<file path="config.mk">
export PLATFORM = sky130hd
export DESIGN_NAME = p2s_tx_sched
export DESIGN_NICKNAME = d
export VERILOG_FILES = /design/src/rtl/p2s_tx_sched_pkg.sv /design/src/rtl/p2s_rr_arbiter.sv /design/src/rtl/p2s_tx_sched.sv
export SDC_FILE = /design/constraint.sdc
export NUM_CORES = 1
export LEC_CHECK = 0
export ABC_CLOCK_PERIOD_IN_PS = 5200
export BUFFER_PORTS_ARGS = -buffer_cell sky130_fd_sc_hd__buf_4
export CAP_MARGIN = 20
export CORE_ASPECT_RATIO = 2
export CORE_MARGIN = 4
export CORE_UTILIZATION = 58
export DETAILED_ROUTE_END_ITERATION = 16
export PLACE_DENSITY = 0.88
export REMOVE_ABC_BUFFERS = 1
export SLEW_MARGIN = 20
export SYNTH_ARGS = -nofsm -noshare
export SYNTH_HDL_FRONTEND = slang
export SYNTH_SLANG_ARGS = --single-unit
</file>
<file path="constraint.sdc">
create_clock -name clk -period 5.2 [get_ports clk]
set_clock_uncertainty 0.2 [all_clocks]
set_input_delay 0.26 -clock clk [delete_from_list [all_inputs] [get_ports clk]]
set_output_delay 0.26 -clock clk [all_outputs]
set_load 0.005 [all_outputs]
</file>
<file path="src/rtl/p2s_tx_sched_pkg.sv">
// Shared types and helpers for the round-robin parallel-to-serial transmit scheduler.
package p2s_tx_sched_pkg;

   typedef enum logic [1:0] {
      StIdle  = 2'd0,
      StShift = 2'd1,
      StGap   = 2'd2
   } state_e;

   // Counter width that never collapses to zero bits.
   function automatic int unsigned cnt_w(input int unsigned n);
      return (n < 2) ? 1 : $clog2(n);
   endfunction

endpackage

</file>
<file path="src/rtl/p2s_rr_arbiter.sv">
// Combinational round-robin arbiter: first set request after rr_ptr, wrapping modulo NREQ.
module p2s_rr_arbiter #(
   parameter int unsigned NREQ = 4
) (
   input  logic [NREQ-1:0]          req,
   input  logic [$clog2(NREQ)-1:0]  rr_ptr,
   output logic [NREQ-1:0]          gnt,
   output logic [$clog2(NREQ)-1:0]  gnt_idx,
   output logic                     any
);

   localparam int unsigned IDX_W = $clog2(NREQ);

   logic             found;
   logic [IDX_W-1:0] idx;

   always_comb begin
      gnt     = '0;
      gnt_idx = '0;
      found   = 1'b0;
      idx     = '0;
      for (int unsigned k = 1; k <= NREQ; k++) begin
         idx = IDX_W'((32'(rr_ptr) + k) % NREQ);
         if (!found && req[idx]) begin
            found      = 1'b1;
            gnt[idx]   = 1'b1;
            gnt_idx    = idx;
         end
      end
      any = |req;
   end

endmodule

</file>
<file path="src/rtl/p2s_tx_sched.sv">
// Shares one MSB-first shifter among NREQ requesters with round-robin grant,
// framing tags (valid/sof/src) and a programmable inter-word gap.
module p2s_tx_sched
   import p2s_tx_sched_pkg::*;
#(
   parameter int unsigned NREQ    = 4,
   parameter int unsigned WIDTH   = 8,
   parameter int unsigned GAP_CYC = 1
) (
   input  logic                     clk,
   input  logic                     rst,
   input  logic [NREQ-1:0]          req,
   input  logic [NREQ*WIDTH-1:0]    data,
   output logic [NREQ-1:0]          ack,
   output logic                     ser_out,
   output logic                     ser_valid,
   output logic                     ser_sof,
   output logic [$clog2(NREQ)-1:0]  ser_src,
   output logic                     busy
);

   localparam int unsigned IDX_W = $clog2(NREQ);
   localparam int unsigned BIT_W = cnt_w(WIDTH);
   localparam int unsigned GAP_W = cnt_w(GAP_CYC + 1);

   state_e             state_q, state_d;
   logic [WIDTH-1:0]   shift_q;
   logic [BIT_W-1:0]   bit_q;
   logic [GAP_W-1:0]   gap_q;
   logic [IDX_W-1:0]   src_q, ptr_q;
   logic [NREQ-1:0]    ack_q;

   logic [NREQ-1:0]    gnt;
   logic [IDX_W-1:0]   gnt_idx;
   logic               any;
   logic [WIDTH-1:0]   sel_word;
   logic               last_bit, gap_done;

   p2s_rr_arbiter #(
      .NREQ (NREQ)
   ) u_arb (
      .req     (req),
      .rr_ptr  (ptr_q),
      .gnt     (gnt),
      .gnt_idx (gnt_idx),
      .any     (any)
   );

   // One-hot grant makes the word select a plain AND-OR mux.
   always_comb begin
      sel_word = '0;
      for (int unsigned i = 0; i < NREQ; i++) begin
         if (gnt[i]) sel_word = data[i*WIDTH +: WIDTH];
      end
   end

   assign last_bit = (bit_q == BIT_W'(WIDTH - 1));
   assign gap_done = (GAP_CYC == 0) || (32'(gap_q) == GAP_CYC - 1);

   always_ff @(posedge clk or negedge rst) begin
      if (!rst) state_q <= StIdle;
      else      state_q <= state_d;
   end

   always_comb begin
      state_d = state_q;
      unique case (state_q)
         StIdle:  if (any) state_d = StShift;
         StShift: if (last_bit) state_d = (GAP_CYC > 0) ? StGap : StIdle;
         StGap:   if (gap_done) state_d = StIdle;
         default: state_d = StIdle;
      endcase
   end

   always_ff @(posedge clk or negedge rst) begin
      if (!rst) begin
         shift_q <= '0;
         bit_q   <= '0;
         gap_q   <= '0;
         src_q   <= '0;
         ptr_q   <= IDX_W'(NREQ - 1);
         ack_q   <= '0;
      end else begin
         ack_q <= '0;
         case (state_q)
            StIdle: begin
               if (any) begin
                  shift_q <= sel_word;
                  src_q   <= gnt_idx;
                  ptr_q   <= gnt_idx;
                  ack_q   <= gnt;
                  bit_q   <= '0;
               end
            end
            StShift: begin
               shift_q <= {shift_q[WIDTH-2:0], 1'b0};
               if (!last_bit) bit_q <= bit_q + BIT_W'(1);
               else           gap_q <= '0;
            end
            StGap: begin
               if (!gap_done) gap_q <= gap_q + GAP_W'(1);
            end
            default: ;
         endcase
      end
   end

   always_comb begin
      ser_valid = (state_q == StShift);
      ser_out   = ser_valid & shift_q[WIDTH-1];
      ser_sof   = ser_valid & (bit_q == '0);
      ser_src   = src_q;
      ack       = ack_q;
      busy      = (state_q != StIdle);
   end

endmodule

</file>
==> reports/metrics.csv, run 1 <==
metric,value,unit
status,"finished, final reports clean",
drive_above_1_share,28.79,%
path_clk_slew,0.08,ns
synthTopCellsByArea,"dfrtp_1 25%, ha_1 7.1%, nor2_1 5.1%",
grt_pass1_wl,8293,um
clk-insertion-delay-late,0.26,ns
dieArea,0.004369,mm2
antenna_found_initial,0,
numCtsBuffers,3,
ios,48,
start_util,60.42,%
die_y,89.57,um
ys_warn_count,0,
cts_resized,0,
synth_ff_type,dfrtp_1,
postPlaceCellArea,0.002231,mm2
cts_tree,yes,
synth_top_area_cell,dfrtp_1,
avgSynthCellArea,8.730,um2
ir_drop,0.4627,mV
finalCritPeriodShare,70.87,%
gp_congestion,1.010,
num_vias,1820,
clock.fmax,271.3,MHz
grt_use_total,24.18,%
cts_max_path_buffers,2,
h-tree-depth,1,
die_w,48.78,um
synthCells,221,
syn_area,0.001929,mm2
first_iter_violations,66,
grt_setup_unrepaired,false,
fp-row-count,29,
routed_wirelength,5133,um
totalNegativeSetupSlack,0,ns
grt_max_degree,25,
synth.most_common_cell,nor2_1,
final-hold-violation-count,0,
yosys.cell_types.count,50,
hold_class,input port to register,
critPathKind,register to register,
synth_edf_count,0,
cp.arrival,3.67,ns
postCtsSetupBuffers,0,
fin_nets,307,
fill_cells,267,
ant_nets,0,
synth_common_cells,"26 x nor2_1, 20 x nand2_1, 19 x dfrtp_1, 12 x a21oi_1, 12 x inv_1",
p_leak,1.035,nW
setup_viol,0,
ys_ff_latch,21,
total_power,1.558,mW
period_minus_slack,3.685,ns
grt_overflow,0,
endpoint_kind,register,
start_kind,register,
synth_top_area_share,24.64,%
path_max_fanout,21,
async_flop_share,100.0,%
cap_violations,0,
cts_hold_buffers,1,
dp_hpwl,4119,um
seq_area_frac_synth,27.37,%
clock-sinks,21,
routedWlPerCell,17.82,um
syn2layout_area_growth,18.68,%
core,0.003193,mm2
maxSlewViolCount,0,
grt_pass1_vias,1786,
route.detailed.drc,0,
final_area,0.002290,mm2
crit_required,5.19,ns
via_per_inst,6.319,
drtPass1Iterations,4,
slew_headroom,59.22,%
p_per_area,680.5,mW/mm2
worstMarginPinSlew,0.6095,ns
diodes,0,
cts_root_buf,clkbuf_8,
io_buffers,47,
==> kinds of logic (layout without fill, tap and decap cells) <==
family | count (synthesis) | in the layout | synth area share (%)
AO/OA/AOI/OAI | 77 | 77 | 30.61
buffers and inverters | 30 | 66 | 7.392
multiplexers | 14 | 14 | 10.70
adder cells (fa/ha/maj) | 11 | 11 | 7.133
AND/OR/NAND/NOR | 68 | 68 | 16.80
flip-flops | 21 | 21 | 27.37
==> per-layer routing <==
metal / global-route usage (%) / wire, um / vias to the layer above
li1: - / - / 881
met1: 23.95 / 1700 / 865
met2: 49.64 / 3035 / 59
met3: 1.503 / 194 / 15
met4: 10.54 / 203 / 0
met5: 0 / 0 / -
==> final timing paths <==
path | cells after the start | slack (ns) | start | to
worst max-delay path | 8 | 1.51 | ptr_q[0] | shift_q[1]
worst min-delay path | 3 | 0.06 | data[24] | shift_q[0]
worst max register to register | 8 | 1.51 | ptr_q[0] | shift_q[1]
worst min register to register | 1 | 0.30 | ser_src[0] | ser_src[0]
max in group asynchronous | 2 | 4.32 | rst | ptr_q[0]
min in group asynchronous | 2 | 0.21 | rst | shift_q[6]
==> area by class of cell <==
cell class                      instances  area [um2]  area share (%)
Clock buffer                            3       41.29           1.803
Clock inverter                          1       7.507          0.3279
Inverter                               14       52.55           2.295
Multi-Input combinational cell        170        1259           54.97
Sequential cell                        21       528.0           23.06
Tap cell                               31       38.79           1.694
Timing Repair Buffer                   48       362.8           15.85
==> worst max-delay path, cell delays in order (launching register included) <==
cell       delay [ns]
dfstp_2          0.83
inv_2            0.14
ha_1             0.54
mux4_2           0.66
nor4b_2          0.43
and2_1           0.21
or2_1            0.30
a21o_1           0.18
o2bb2ai_1        0.11
==> sequential cells by signal, summed over array words and instances (netlist names) <==
| register | cells |
|---|---|
| ack | 4 |
| state_q | 2 |
| ser_src | 2 |
| shift_q | 8 |
| ptr_q | 2 |
| bit_q | 3 |
==> cells in the final DEF (no fill, tap or decap), drive strengths merged, types with 3 or more instances in the layout <==
cell type,instances
a21o,7
a21oi,12
a311oi,8
and2,5
buf,47
clkbuf,3
dfrtp,19
ha,11
inv,13
mux2,3
mux2i,7
mux4,4
nand2,20
nand2b,3
nand3,3
nor2,26
o211ai,10
o21a,4
o21ai,7
o22ai,11
o2bb2ai,7
or2,3
==> report_power, final <==
| group | internal (mW) | leakage (nW) | switching, mW |
|---|---|---|---|
| clock network | 0.0541 | 0.0217 | 0.0544 |
| registers | 0.249 | 0.254 | 0.0787 |
| logic | 0.484 | 0.759 | 0.638 |
| total | 0.787 | 1.03 | 0.771 |
==> through the flow <==
stage               utilization [%]  cells  hold WS [ns]  setup WS (ns)
finish                        71.71    288       0.05538          1.515
global route                  71.71    288       0.05615          1.369
CTS                           71.71    288       0.05554          1.551
detailed placement            69.87    283      -0.04694          1.576
global placement              69.87    283      -0.04702          1.669
floorplan                         -    205       -0.2356          2.082
Power figures use the tool's default switching activity.
==> inputs of run 2 (changes only) <==
ABC_CLOCK_PERIOD_IN_PS = 3400   (was 5200)
CORE_UTILIZATION = 54   (was 58)
PLACE_DENSITY = 0.83   (was 0.88)
clock period = 3.4 ns   (was 5.2 ns; I/O delays follow)
==> run 2 against run 1 <==
Against the previous run: cell area increased by 2.2%; non-clock buffer count increased by 4; utilization decreased by 3.2 points; final cell count increased by 7.3%; combinational power increased by 61%.
==> reports/metrics.csv, run 2 (synthesis results as in run 1) <==
metric,value,unit
die_w,50.27,um
drtPass1Iterations,4,
drive_above_1_share,29.50,%
cp.arrival,3.05,ns
period_minus_slack,3.066,ns
finalCritPeriodShare,90.18,%
die_y,92.53,um
path_clk_slew,0.08,ns
totalNegativeSetupSlack,0,ns
fp-row-count,30,
syn2layout_area_growth,21.34,%
dp_hpwl,4146,um
seqPwrFrac,17.9,%
largest_reg_flops,8,
final-hold-violation-count,0,
placed_cells,303,
core,0.003416,mm2
dieArea,0.004651,mm2
start_kind,register,
endpoint_kind,register,
grt_setup_unrepaired,false,
cts_max_path_buffers,2,
setup_viol,0,
clockPowerShare,6.8,%
worstMarginPinSlew,0.5870,ns
ios,48,
num_vias,1818,
status,"finished, final reports clean",
path_max_fanout,8,
io_buffers,47,
ant_nets,0,
fin_nets,311,
clk-insertion-delay-late,0.26,ns
final_cells,309,
first_iter_violations,39,
slew_headroom,60.72,%
h-tree-depth,1,
numCtsBuffers,3,
layout_commonest_cell,buf_4,
diodes,0,
routedWlPerCell,16.38,um
clock-sinks,21,
largest_register,shift_q,
grt_overflow,0,
ir_drop,0.6644,mV
start_util,56.48,%
p_per_area,1024,mW/mm2
routed_wirelength,5061,um
clock.fmax,326.2,MHz
grt_pass1_wl,8597,um
grt_max_degree,25,
power.internal,1.226,mW
grt_pass1_vias,1906,
cts_root_buf,clkbuf_8,
cts_tree,yes,
p_leak,1.057,nW
hold_class,input port to register,
p_comb_share,75.2,%
critPathKind,register to register,
crit_required,3.38,ns
final_cell_mix,"50 x buf_4, 26 x nor2_1, 20 x nand2_1, 19 x dfrtp_1",
maxSlewViolCount,0,
switching_share,48.87,%
route.detailed.drc,0,
via_per_inst,5.883,
gp_congestion,0.9691,
grt_use_total,23.63,%
p_sw,1.172,mW
cap_violations,0,
antenna_found_initial,0,
run 2: changes by cell type in the layout (fill, tap and decap cells not counted):
cell	change
clkinv_2	+1
buf_4	+3
clkinvlp_4	-1
dlygate4sd3_1	+1
run 2: per-layer routing:
| layer | vias up | wire [um] | global-route usage, % |
|---|---|---|---|
| li1 | 890 | - | - |
| met1 | 857 | 1737 | 24.56 |
| met2 | 50 | 2906 | 45.20 |
| met3 | 21 | 145 | 0.6441 |
| met4 | 0 | 272 | 13.16 |
| met5 | - | 0 | 0 |
run 2: repair_timing:
item                                   CTS  global route
endpoints found under the hold margin   22             0
gates resized for setup                  0             0
hold buffers                             2             0
buffers inserted                         0             0
run 2: critical path, cell delays in order, from the launching register on:
cell and delay (ns):
dfstp_2 0.53, inv_1 0.09, ha_1 0.36, mux4_2 0.63, nor4b_2 0.34, and2_1 0.22
or2_1 0.31, a21o_1 0.17, o2bb2ai_1 0.11
run 2: final timing paths:
kind,startpoint,to,slack (ns),cells past startpoint
setup / recovery,ptr_q[1],shift_q[3],0.33,8
hold / removal,data[4],shift_q[4],0.02,3
setup reg to reg,ptr_q[1],shift_q[3],0.33,8
hold reg to reg,ser_src[1],ser_src[1],0.31,1
max in group asynchronous,rst,ptr_q[1],2.60,2
min in group asynchronous,rst,ack[1],0.13,2
run 2: final cells by class:
| cell class | instances | area, um2 |
|---|---|---|
| Sequential cell | 21 | 528.0 |
| Multi-Input combinational cell | 170 | 1259 |
| Clock buffer | 3 | 41.29 |
| Clock inverter | 1 | 5.005 |
| Fill cell | 306 | 1075 |
| Tap cell | 48 | 60.06 |
| Timing Repair Buffer | 52 | 395.4 |
| Inverter | 14 | 52.55 |
run 2: through the flow:
step                power, mW  hold slack, ns  area (um2)  worst slack (ns)  utilization (%)
CTS                     2.402         0.01842        2341            0.3144            68.53
global route            2.631         0.02202        2341            0.1250            68.53
detailed placement      2.235         -0.1323        2275            0.3346            66.59
finish                  2.397         0.01840        2341            0.3339            68.53
floorplan               1.748         -0.3256        1839            0.2824                -
global placement        2.189         -0.1325        2275            0.4099            66.59
run 2: power by group through the flow:
stage          Combinational, mW  Sequential (mW)  Clock, mW
3_5_place_dp                1.80            0.436          0
5_1_grt                     2.01            0.443      0.178
2_1_floorplan               1.27            0.479          0
3_3_place_gp                1.76            0.429          0
4_1_cts                     1.81            0.431      0.164
6_report                    1.80            0.430      0.164
==> inputs of run 3 (changes only) <==
==> constraint.sdc (replaced) <==
create_clock -name clk -period 3.4 [get_ports clk]
set_clock_uncertainty 0.2 [all_clocks]
set_input_delay 0.68 -clock clk [delete_from_list [all_inputs] [get_ports clk]]
set_output_delay 0.68 -clock clk [all_outputs]
set_load 0.005 [all_outputs]
==> run 3 against run 2 <==
Against the previous run: clock power barely moved; non-clock buffer count down 1; critical path depth is the same; first-iteration DRC count up 21%; sequential power about the same; register-to-register slack gained 0.05 ns; largest cell class unchanged; die area unchanged; via count is 0.11% higher; final cell count down 0.32%.
==> reports/metrics.csv, run 3 (synthesis results as in run 1) <==
metric,value,unit
die_y,92.53,um
totalNegativeSetupSlack,0,ns
final_cell_mix,"51 x buf_4, 26 x nor2_1, 20 x nand2_1, 19 x dfrtp_1",
drive_above_1_share,30.00,%
slew_headroom,59.67,%
setup_viol,0,
status,"finished, final reports clean",
clock-sinks,21,
grt_setup_unrepaired,false,
final_area,0.002328,mm2
grt_use_total,22.38,%
largest_register,shift_q,
syn2layout_area_growth,20.69,%
route.detailed.drc,0,
ant_nets,0,
routedWlPerCell,16.29,um
gp_congestion,0.9568,
postCtsSetupBuffers,0,
worstMarginPinSlew,0.6027,ns
worst_slack,0.3886,ns
postPlaceCellArea,0.002282,mm2
routed_wirelength,5018,um
dp_hpwl,4038,um
p_per_area,1028,mW/mm2
clock.fmax,332.1,MHz
switching_share,48.59,%
p_leak,1.053,nW
h-tree-depth,1,
p_comb_share,75.2,%
endpoint_kind,register,
start_util,56.48,%
grt_overflow,0,
path_clk_slew,0.08,ns
period_minus_slack,3.011,ns
antenna_found_initial,0,
seqPwrFrac,17.9,%
cts_resized,0,
ios,48,
fp-row-count,30,
diodes,0,
fin_nets,310,
io_buffers,47,
grt_max_degree,25,
drtPass1Iterations,4,
clockPowerShare,6.8,%
first_iter_violations,47,
power.internal,1.230,mW
cap_violations,0,
core,0.003416,mm2
cts_max_path_buffers,2,
fill_cells,304,
cts_tree,yes,
crit_required,3.38,ns
cts_hold_buffers,0,
critPathKind,register to register,
grt_pass1_wl,8121,um
final-hold-violation-count,0,
total_power,2.393,mW
largest_reg_flops,8,
ir_drop,0.6804,mV
cts_root_buf,clkbuf_8,
num_vias,1820,
place_ws,0.4050,ns
maxSlewViolCount,0,
start_kind,register,
hold_class,input port to async pin,
numCtsBuffers,3,
cp.arrival,2.99,ns
finalCritPeriodShare,88.57,%
fin_util,68.17,%
p_sw,1.163,mW
path_max_fanout,8,
via_per_inst,5.909,
die_w,50.27,um
grt_pass1_vias,1834,
layout_commonest_cell,buf_4,
dieArea,0.004651,mm2
clk-insertion-delay-late,0.26,ns
run 3: cell type report:
class	instances	area, um2	area share (%)
Timing Repair Buffer	51	382.9	16.44
Tap cell	48	60.06	2.579
Multi-Input combinational cell	170	1259	54.06
Sequential cell	21	528.0	22.68
Clock inverter	1	5.005	0.2149
Clock buffer	3	41.29	1.773
Inverter	14	52.55	2.257
run 3: power groups by stage:
stage	clock, mW	combinational (mW)	sequential [mW]
3_3_place_gp	0	1.76	0.429
6_report	0.164	1.80	0.429
2_1_floorplan	0	1.27	0.479
4_1_cts	0.166	1.80	0.430
3_5_place_dp	0	1.79	0.435
5_1_grt	0.175	1.99	0.441
run 3: final timing paths:
| path | end | cells past startpoint | startpoint | slack, ns |
|---|---|---|---|---|
| max | shift_q[3] | 8 | ptr_q[1] | 0.39 |
| min | shift_q[7] | 1 | rst | 0.09 |
| max reg2reg | shift_q[3] | 8 | ptr_q[1] | 0.39 |
| min reg2reg | ser_src[1] | 1 | ser_src[1] | 0.30 |
| max in group asynchronous | ptr_q[1] | 1 | rst | 2.64 |
| min in group clk | ser_src[1] | 1 | ser_src[1] | 0.30 |
run 3: worst max-delay path: stages (launching register included):
cell	delay (ns)
dfstp_2	0.53
inv_1	0.09
ha_1	0.35
mux4_2	0.62
nor4b_2	0.37
and2_1	0.20
or2_1	0.29
a21o_1	0.17
o2bb2ai_1	0.11
run 3: routing by layer:
metal  GRT usage, %  routed length (um)  vias up
met5              0                   0        -
met4          14.09                 241        0
met3          1.610                 147       18
met2          42.69                2900       49
met1          22.01                1728      869
li1               -                   -      884
run 3: through the flow:
stage	std cells	hold slack, ns
4_1_cts	308	0.1034
5_1_grt	308	0.1072
3_5_place_dp	304	0.2809
6_report	308	0.09082
3_3_place_gp	304	0.2771
2_1_floorplan	205	0.1844
